File: config.mk
export PLATFORM = sky130hd
export DESIGN_NAME = jump_ctl
export DESIGN_NICKNAME = d
export VERILOG_FILES = /design/src/rtl/jump_ctl_pkg.sv /design/src/rtl/jump_fifo.sv /design/src/rtl/jump_ctl.sv
export SDC_FILE = /design/constraint.sdc
export NUM_CORES = 1
export LEC_CHECK = 0
export CORE_UTILIZATION = 45
export CTS_BUF_LIST = sky130_fd_sc_hd__clkbuf_16
export CTS_CLUSTER_SIZE = 30
export DETAILED_ROUTE_END_ITERATION = 8
export HOLD_SLACK_MARGIN = 0.06
export PLACE_DENSITY_LB_ADDON = 0.05
export SLEW_MARGIN = 5
export SYNTH_ARGS = -nofsm -noshare
export SYNTH_HDL_FRONTEND = slang
export SYNTH_HIERARCHICAL = 1
export SYNTH_SLANG_ARGS = --single-unit
File: constraint.sdc
create_clock -name clk -period 7.6 [get_ports clk]
set_input_delay 1.52 -clock clk [delete_from_list [all_inputs] [get_ports clk]]
set_output_delay 1.52 -clock clk [all_outputs]
set_load 0.02 [all_outputs]
File: src/rtl/jump_ctl_pkg.sv
// Shared encodings for the jump controller: key directions, FSM states and
// the default landing watchdog length.
package jump_ctl_pkg;

  localparam logic JUMP_DIR_LEFT  = 1'b0;
  localparam logic JUMP_DIR_RIGHT = 1'b1;

  localparam int JUMP_TIMEOUT_MS = 100;

  typedef enum logic [1:0] {
    ST_IDLE      = 2'd0,
    ST_ISSUE     = 2'd1,
    ST_WAIT_LAND = 2'd2
  } jump_state_e;

endpackage

File: src/rtl/jump_fifo.sv
// Small first-word-fall-through queue of 1-bit jump directions.
// A push into a full queue is accepted only if a pop frees a slot that cycle.
module jump_fifo #(
  parameter int  DEPTH = 4,
  localparam int AW    = $clog2(DEPTH),
  localparam int LW    = AW + 1
) (
  input  logic          clk,
  input  logic          rst_n,
  input  logic          flush,
  input  logic          push,
  input  logic          din,
  input  logic          pop,
  output logic          dout,
  output logic [LW-1:0] level,
  output logic          full,
  output logic          empty
);

  logic [DEPTH-1:0] mem_q, mem_d;
  logic [AW-1:0]    wr_ptr_q, wr_ptr_d;
  logic [AW-1:0]    rd_ptr_q, rd_ptr_d;
  logic [LW-1:0]    level_q, level_d;
  logic             do_push, do_pop;

  assign full    = (level_q == LW'(DEPTH));
  assign empty   = (level_q == '0);
  assign do_pop  = pop & ~empty;
  assign do_push = push & (~full | do_pop);

  always_comb begin
    mem_d    = mem_q;
    wr_ptr_d = wr_ptr_q;
    rd_ptr_d = rd_ptr_q;
    level_d  = level_q;
    if (flush) begin
      wr_ptr_d = '0;
      rd_ptr_d = '0;
      level_d  = '0;
    end else begin
      if (do_push) begin
        mem_d[wr_ptr_q] = din;
        wr_ptr_d        = wr_ptr_q + AW'(1);
      end
      if (do_pop) begin
        rd_ptr_d = rd_ptr_q + AW'(1);
      end
      level_d = level_q + LW'(do_push) - LW'(do_pop);
    end
  end

  always_ff @(posedge clk or negedge rst_n) begin
    if (!rst_n) begin
      mem_q    <= '0;
      wr_ptr_q <= '0;
      rd_ptr_q <= '0;
      level_q  <= '0;
    end else begin
      mem_q    <= mem_d;
      wr_ptr_q <= wr_ptr_d;
      rd_ptr_q <= rd_ptr_d;
      level_q  <= level_d;
    end
  end

  assign dout  = mem_q[rd_ptr_q];
  assign level = level_q;

endmodule

File: src/rtl/jump_ctl.sv
// Key-press to jump-command sequencer: one jump in flight at a time, with a
// landing watchdog and a saturating count of completed jumps.
//
// state        | meaning
// ST_IDLE      | no jump in flight; pops the next queued press when enabled
// ST_ISSUE     | command pulse is on the outputs; watchdog is loaded
// ST_WAIT_LAND | waiting for landed, or watchdog expiry
module jump_ctl
  import jump_ctl_pkg::*;
#(
  parameter int  FIFO_DEPTH = 4,
  parameter int  TIMEOUT_MS = JUMP_TIMEOUT_MS,
  parameter int  CNT_W      = 10,
  localparam int LVL_W      = $clog2(FIFO_DEPTH) + 1
) (
  input  logic             clk,
  input  logic             rst_n,
  input  logic             module_en,
  input  logic             key_left,
  input  logic             key_right,
  input  logic             one_ms_tick,
  input  logic             landed,
  output logic             jump_left,
  output logic             jump_right,
  output logic             busy,
  output logic [LVL_W-1:0] fifo_level,
  output logic             overflow,
  output logic             timeout_err,
  output logic [CNT_W-1:0] jump_count
);

  localparam int MS_W = $clog2(TIMEOUT_MS + 1);

  jump_state_e      state_q, state_d;
  logic [MS_W-1:0]  ms_cnt_q, ms_cnt_d;
  logic [CNT_W-1:0] jump_count_q, jump_count_d;
  logic             key_left_q, key_right_q;
  logic             jump_left_q, jump_left_d;
  logic             jump_right_q, jump_right_d;
  logic             busy_q, busy_d;
  logic             overflow_q, overflow_d;
  logic             timeout_err_q, timeout_err_d;

  logic press_left, press_right, push_req, push_dir;
  logic fifo_pop, fifo_dout, fifo_full, fifo_empty;

  assign press_left  = key_left & ~key_left_q;
  assign press_right = key_right & ~key_right_q;
  // Simultaneous presses cancel each other.
  assign push_req    = module_en & (press_left ^ press_right);
  assign push_dir    = press_right ? JUMP_DIR_RIGHT : JUMP_DIR_LEFT;
  assign fifo_pop    = module_en & (state_q == ST_IDLE) & ~fifo_empty;

  jump_fifo #(.DEPTH(FIFO_DEPTH)) u_fifo (
    .clk   (clk),
    .rst_n (rst_n),
    .flush (~module_en),
    .push  (push_req),
    .din   (push_dir),
    .pop   (fifo_pop),
    .dout  (fifo_dout),
    .level (fifo_level),
    .full  (fifo_full),
    .empty (fifo_empty)
  );

  always_comb begin
    state_d       = state_q;
    ms_cnt_d      = ms_cnt_q;
    jump_count_d  = jump_count_q;
    timeout_err_d = timeout_err_q;
    jump_left_d   = 1'b0;
    jump_right_d  = 1'b0;
    overflow_d    = push_req & fifo_full & ~fifo_pop;
    if (!module_en) begin
      state_d       = ST_IDLE;
      timeout_err_d = 1'b0;
    end else begin
      case (state_q)
        ST_IDLE: begin
          if (!fifo_empty) begin
            jump_left_d  = (fifo_dout == JUMP_DIR_LEFT);
            jump_right_d = (fifo_dout == JUMP_DIR_RIGHT);
            state_d      = ST_ISSUE;
          end
        end
        ST_ISSUE: begin
          ms_cnt_d = MS_W'(TIMEOUT_MS);
          state_d  = ST_WAIT_LAND;
        end
        ST_WAIT_LAND: begin
          // landed takes priority over a coincident final watchdog tick
          if (landed) begin
            if (jump_count_q != '1) jump_count_d = jump_count_q + CNT_W'(1);
            state_d = ST_IDLE;
          end else if (one_ms_tick) begin
            if (ms_cnt_q == MS_W'(1)) begin
              timeout_err_d = 1'b1;
              state_d       = ST_IDLE;
            end
            ms_cnt_d = ms_cnt_q - MS_W'(1);
          end
        end
        default: state_d = ST_IDLE;
      endcase
    end
    busy_d = (state_d != ST_IDLE);
  end

  always_ff @(posedge clk or negedge rst_n) begin
    if (!rst_n) begin
      state_q       <= ST_IDLE;
      ms_cnt_q      <= '0;
      jump_count_q  <= '0;
      key_left_q    <= 1'b0;
      key_right_q   <= 1'b0;
      jump_left_q   <= 1'b0;
      jump_right_q  <= 1'b0;
      busy_q        <= 1'b0;
      overflow_q    <= 1'b0;
      timeout_err_q <= 1'b0;
    end else begin
      state_q       <= state_d;
      ms_cnt_q      <= ms_cnt_d;
      jump_count_q  <= jump_count_d;
      key_left_q    <= key_left;
      key_right_q   <= key_right;
      jump_left_q   <= jump_left_d;
      jump_right_q  <= jump_right_d;
      busy_q        <= busy_d;
      overflow_q    <= overflow_d;
      timeout_err_q <= timeout_err_d;
    end
  end

  assign jump_left   = jump_left_q;
  assign jump_right  = jump_right_q;
  assign busy        = busy_q;
  assign overflow    = overflow_q;
  assign timeout_err = timeout_err_q;
  assign jump_count  = jump_count_q;

endmodule

# Yosys cells after proc, flatten, opt, wreduce, memory -nomap -nowiden
# Cells that the tools add are included.
[word_totals]
ff_bits = 37
output_inout_bits = 18
word_cells = 93
[classes]
addsub = 6
order_cmp = 3
n_eq_ne = 13
mux = 31
bitwise = 17
n_reduce_logical = 9
[op_table]
columns = ["op", "count"]
rows = [
  ["2-bit 2-to-1 mux", 9],
  ["1-bit 2-to-1 mux", 14],
  ["7-bit 2-to-1 mux", 2],
  ["7-bit one-hot mux with 2 select lines", 1],
  ["4-bit AND reduction", 3],
  ["10-bit by 1-bit adder with 10-bit output, second input constant", 1],
  ["10-bit inequality test, second input constant", 1],
  ["2-bit by 1-bit inequality test with 1-bit output, second input constant", 5],
  ["1-bit AND", 9],
  ["7-bit by 1-bit == test with 1-bit output, second input constant", 1],
  ["7-bit by 1-bit subtractor with 7-bit output, second input constant", 1],
  ["2-bit by 3-bit less-than comparator with 1-bit output, second input constant", 2],
  ["2-bit inequality test, second input constant", 3],
  ["1-bit inverter", 6],
  ["2-bit one-hot mux with 3 select lines", 1],
  ["2-bit by 1-bit adder with 2-bit output, second input constant", 2],
  ["4-bit bitwise mux", 1],
  ["2-bit nonzero test", 2],
  ["3-bit by 1-bit adder with 3-bit output", 1],
  ["3-bit == test, second input constant", 1],
  ["3-bit zero test", 1],
  ["3-bit 2-to-1 mux", 1],
  ["3-bit by 1-bit subtractor with 3-bit output", 1],
  ["1-bit binary-select mux with 2-bit select", 1],
  ["9 further kinds", 9],
]

# Logic depth before layout (Yosys ltp)
[depth]
word_depth = 9
depth_mapped = 13
ltp_nobuf = 12

# Hierarchy
# The synthesis kept the hierarchy.
[by_module_without_submodules]
columns = ["mod", "n_inst", "cells_each", "area_each_um2"]
rows = [
  ["jump_ctl", 1, 114, 1236.2],
  ["jump_fifo", 1, 56, 660.6],
]

# Worst setup path after synthesis
# OpenSTA, ideal clock, no wires.
[synth_path]
kind = "input port to flip-flop"
start = "input module_en"
end = "register u_fifo.level_q[2], in the netlist u_fifo/level[2]"
setup_ns = 0.086
t_arrival_ns = 3.695
required_ns = 7.514
setup_slack_ns = 3.819
stages = 13
n_path_buf = 1
path_cell_list = "buf_2 > nand2b_1 > nor3_1 > nor4b_4 > nand2b_2 > ha_1 > inv_1 > ha_1 > inv_1 > fa_1 > xor2_1 > and2_1 > nor3_1"
[synth_via]
elab_chain_cells = 8
[synth_lines]
columns = ["item", "line_no", "rtl"]
rows = [
  ["from (decl)", "jump_ctl.sv:18", "input logic module_en,"],
  ["1-bit AND (*) (2 in a row)", "jump_ctl.sv:52", "assign fifo_pop = module_en & (state_q == ST_IDLE) & ~fifo_empty;"],
  ["via fifo_pop", "jump_ctl.sv:45", "logic fifo_pop, fifo_dout, fifo_full, fifo_empty;"],
  ["1-bit AND (*)", "jump_fifo.sv:28", "assign do_pop = pop & ~empty;"],
  ["1-bit OR", "jump_fifo.sv:29", "assign do_push = push & (~full | do_pop);"],
  ["1-bit AND", "jump_fifo.sv:29", ""],
  ["3-bit by 1-bit adder with 3-bit output", "jump_fifo.sv:48", "level_d = level_q + LW'(do_push) - LW'(do_pop);"],
  ["3-bit by 1-bit subtractor with 3-bit output (*)", "jump_fifo.sv:48", ""],
  ["3-bit 2-to-1 mux (*)", "jump_fifo.sv:36", "if (flush) begin"],
  ["via u_fifo.level_d[2]", "jump_fifo.sv:23", "logic [LW-1:0] level_q, level_d;"],
  ["to (signal assigned)", "jump_fifo.sv:62", "level_q <= level_d;"],
  ["to (decl)", "jump_fifo.sv:23", ""],
]
# The timed path passes the listed nets; every way through them passes the cells marked *.
# A chain may end at the register's enable or synchronous reset.

# Worst setup path after layout
# Ends and elaborated chain as after synthesis.

==> flow_results.org <==
** Run status
- The run finished with clean final reports.

** Clock tree
- In this run, post-CTS repair resized a total of 0 instances.
- Maximum root-to-sink buffer count :: 2
- Number of H-tree branching levels :: 2
- TritonCTS clock tree :: built
- In this run, CTS created clock tree buffers numbering 5.
- Hold repair after CTS inserted 0 buffers.
- Clock latency on the worst-skew pair, taken at its later pin, is 0.28 ns.
- Cell at the root of the clock tree :: clkbuf_16
- Once the clock tree was built, the setup fixing pass inserted 0 buffers.
- Clock-pin slew was measured on the worst setup and hold paths at 0.05 ns.
- For this design, the sink count on the clock tree is 37.

** Cells and area
- At the end of the flow, the number of nets in the layout was 217.
- Number of filler cells placed in the layout :: 355
- Multi-input gate area :: 925 µm²
- The sequential cells in the finished layout cover a total of 926 µm².
- Relative to the synthesized area, the layout overhead comes to 24.5%.
- Count of placed standard cells in the final layout, fillers left out :: 251
- Fraction of layout cells with a size suffix above 1 :: 6.47%
- Top library cells by usage in the layout, fill and taps aside :: dfrtp_1, clkdlybuf4s50_1, nand2_1
- Diodes inserted :: 0
- Leaving out fill and tap cells, the most frequent cell in the layout is dfrtp_1.

** GRT
- The first global-routing pass estimated 5.91 mm of wire.
- The number of global-route vias before repair was 1359.
- Total GRT Usage :: 17.9%
- The total overflow left after global routing is 0.
- Maximum number of pins on one net before global-route repair :: 38
- Antenna violations before repair :: 0

** Logic synthesis
- Yosys synthesis warning count :: 6
- For this run, the register share of the synthesized area comes to 48.8%.
- Number of distinct library cell variants in the gate-level netlist after synthesis :: 45
- Combined area of all synthesized cells :: 1900 µm²
- After synthesis, the cell types taking the most area are dfrtp_1, ha_1, mux2_1.
- Count of flip-flops with a built-in enable after synthesis :: 0
- Post-Syn Nets :: 187
- Post-synthesis cell type with the largest combined area :: dfrtp_1
- In the synthesized netlist the dominant register cell turns out to be dfrtp_1.
- Number of synthesized register bits :: 37
- In the synthesized netlist the async set-or-reset flop fraction comes to 100%.
- Counting every instance in the synthesized netlist gives 170.
- A synthesized cell averages 11.2 µm².
- Of the post-synthesis cell area, the dominant cell type holds 48.8%.

** Floorplan
- Area of the placeable core :: 4030 µm²
- The floorplan has 23 rows.
- Die Y :: 66.9 µm
- Initial core utilization :: 47.1%
- From left edge to right edge, the die measures 66.9 µm.
- Die Area :: 4480 µm²
- Number of ports placed on the die boundary :: 25

** Critical path
- STA puts the critical path data required time at 7.78 ns.
- The worst register-to-register path begins at u_fifo/level[1]$_DFF_PN0_.
- CP peak stage delay :: 0.73 ns
- Setup slack of the most critical reg-to-reg path :: 4.51 ns
- The worst setup path is captured at a flip-flop.
- Worst reg-to-reg path cell count :: 12
- The slowest stage of the critical path belongs to the cell clkdlybuf4s50_1.
- R2r endpoint :: u_fifo/level[2]$_DFF_PN0_
- The worst setup path is of the input port to flip-flop kind.
- The signal on the critical path passes through clkdlybuf4s50_1 -> nand2b_1 -> nor3_1 -> nor4b_4 -> nand2b_2 -> ha_1 -> inv_1 -> ha_1 -> inv_1 -> fa_1 -> xor2_1 -> and2_1 -> nor3_1.
- For the worst setup path, the data arrival time is 4.52 ns.
- STA classifies the critical path startpoint as an input port.
- In this run the worst path has a maximum fanout of 13.

** STA
- Across the routed clock network, the largest skew measured is 0.00261 ns.
- The final count of pins violating max slew was 0.
- Setup TNS :: 0 ns
- Setup violations remaining at the end of the flow were counted as 0.
- At the pin with the least slew margin, the transition time is 0.493 ns.
- On the final layout, the worst hold slack is 0.499 ns.
- After layout, the minimum clock period comes to 4.34 ns.
- Of the available clock period, the critical path in the final layout requires 57.1%.
- Setup repair after global routing missed its margin :: false
- The worst pin sits at a relative slew slack of 66.9%.
- Timing would allow up to 231 MHz.
- Final hold violation count :: 0

** Routing
- Number of DRC markers after the initial detailed-route iteration :: 88
- The first detailed-routing pass ran for 4 iterations.
- Detailed routing inserted a total of 1355 vias.
- Routed len/inst :: 13.9 µm
- Dividing the detail-routed via count by the number of cells gives 5.40.
- The count of nets left with antenna violations once routing finished came out at 0.
- Overall routed net length :: 3.50 mm
- After detailed routing, the number of remaining DRC violations is 0.

** Worst hold path
- The path class of the tightest hold or removal check is flip-flop to flip-flop.
- The path with the worst hold slack has its endpoint at u_fifo/mem_q[0]$_DFFE_PN0P_.
- Hold Startpoint :: u_fifo/mem_q[0]$_DFFE_PN0P_
- Along the worst hold path, the cell count comes to 1.

** Place
- After detailed placement, the design holds a cell count of 243.
- Detailed Place HPWL :: 2.53 mm
- Port Buffers :: 24
- Last weighted congestion value of the routability-driven placer :: 0.735

** Flow run
- The tool flagged a number of max-cap violations equal to 0.

** Pwr
- Power density relative to cell area :: 299 nW/µm²
- IR analysis of the VDD net gives a maximum drop of 186 µV.
- Cell leakage power :: 1.04 nW
worst max-delay path, delay by kind of cell:
family / cells / cell delay, ns
fa+ha+maj: 3 / 0.78
buf+inv: 3 / 0.84
simple gates: 6 / 1.21
xor+xnor: 1 / 0.16
final cells by class:
class / count / area share [%]
flip-flops and latches: 37 / 39.2
multi-input cells: 121 / 39.2
repair buffers: 25 / 10.5
clock buffers: 5 / 5.30
well taps: 50 / 2.65
clock inverters: 3 / 1.59
inverters: 10 / 1.59
power by group:
part / switching (W) / leakage [nW] / internal (W)
Combinational: 0.000100 / 0.465 / 0.0000957
Sequential: 0.0000472 / 0.491 / 0.000238
Clock: 0.0000731 / 0.0826 / 0.000152
Total: 0.000221 / 1.04 / 0.000486
per-stage QoR:
stage	total power [W]	util (%)	setup WS (ns)	cell area (µm²)
after global routing	0.000750	58.6	3.05	2360
final	0.000706	58.6	3.26	2360
after CTS	0.000714	58.6	3.27	2360
after global placement	0.000478	54.6	3.11	2200
after floorplan	0.000413	-	3.82	1900
after detailed placement	0.000486	54.6	2.98	2200
registers in the layout, indices dropped and copies added, names as in the netlist, 2 cells and up:
register	count
ms_cnt_q	7
state_q	2
u_fifo/wr_ptr_q	2
jump_count	10
u_fifo/level	3
u_fifo/mem_q	4
u_fifo/rd_ptr_q	2
cells in the mapped netlist, types with 2 or more instances:
cell type  number
nand2b_1        2
o21ai_1         4
dfrtp_1        37
a21oi_1         5
mux2_1          8
nor4bb_1        6
and3_1          4
o211ai_1        2
inv_1          10
nor2_1          7
o21a_1          3
nor2b_1         4
nand2_1        12
xnor2_1         4
nor3b_1         2
xor2_1          6
nand3_1         7
nor3_1          7
and4b_1         2
and2_1          2
ha_1            9
nor4_1          4
metal layers:
metal	global-route usage, %	routed length, µm
met5	0	0
met4	7.18	50
met3	5.48	130
met2	30.9	1750
met1	20.3	1560
cells by family (layout without fill, tap and decap cells):
kind of cell	count (synthesis)	in the layout	synth area share, %
and+or+nand+nor	70	70	23.4
DFF	37	37	48.8
AOI/OAI and AO/OA	22	22	7.85
buffers and inverters	12	43	2.44
adders and majority gates	10	10	6.99
xor gates and xnor gates	10	10	4.62
muxes	9	9	5.94
how the worst max path moves through the flow:
| stage | to | slack, ns | start | depth (start not counted) |
|---|---|---|---|---|
| final | u_fifo/level[2]$_DFF_PN0_ | 3.26 | module_en | 13 |
| after global routing | u_fifo/level[2]$_DFF_PN0_ | 3.05 | module_en | 13 |
| after CTS | u_fifo/level[2]$_DFF_PN0_ | 3.27 | module_en | 13 |
| after detailed placement | u_fifo/level[2]$_DFF_PN0_ | 2.98 | module_en | 13 |
| after global placement | u_fifo/level[2]$_DFF_PN0_ | 3.11 | module_en | 13 |
| after floorplan | u_fifo/level[2]$_DFF_PN0_ | 3.82 | module_en | 13 |
Power figures use the tool's default switching activity.
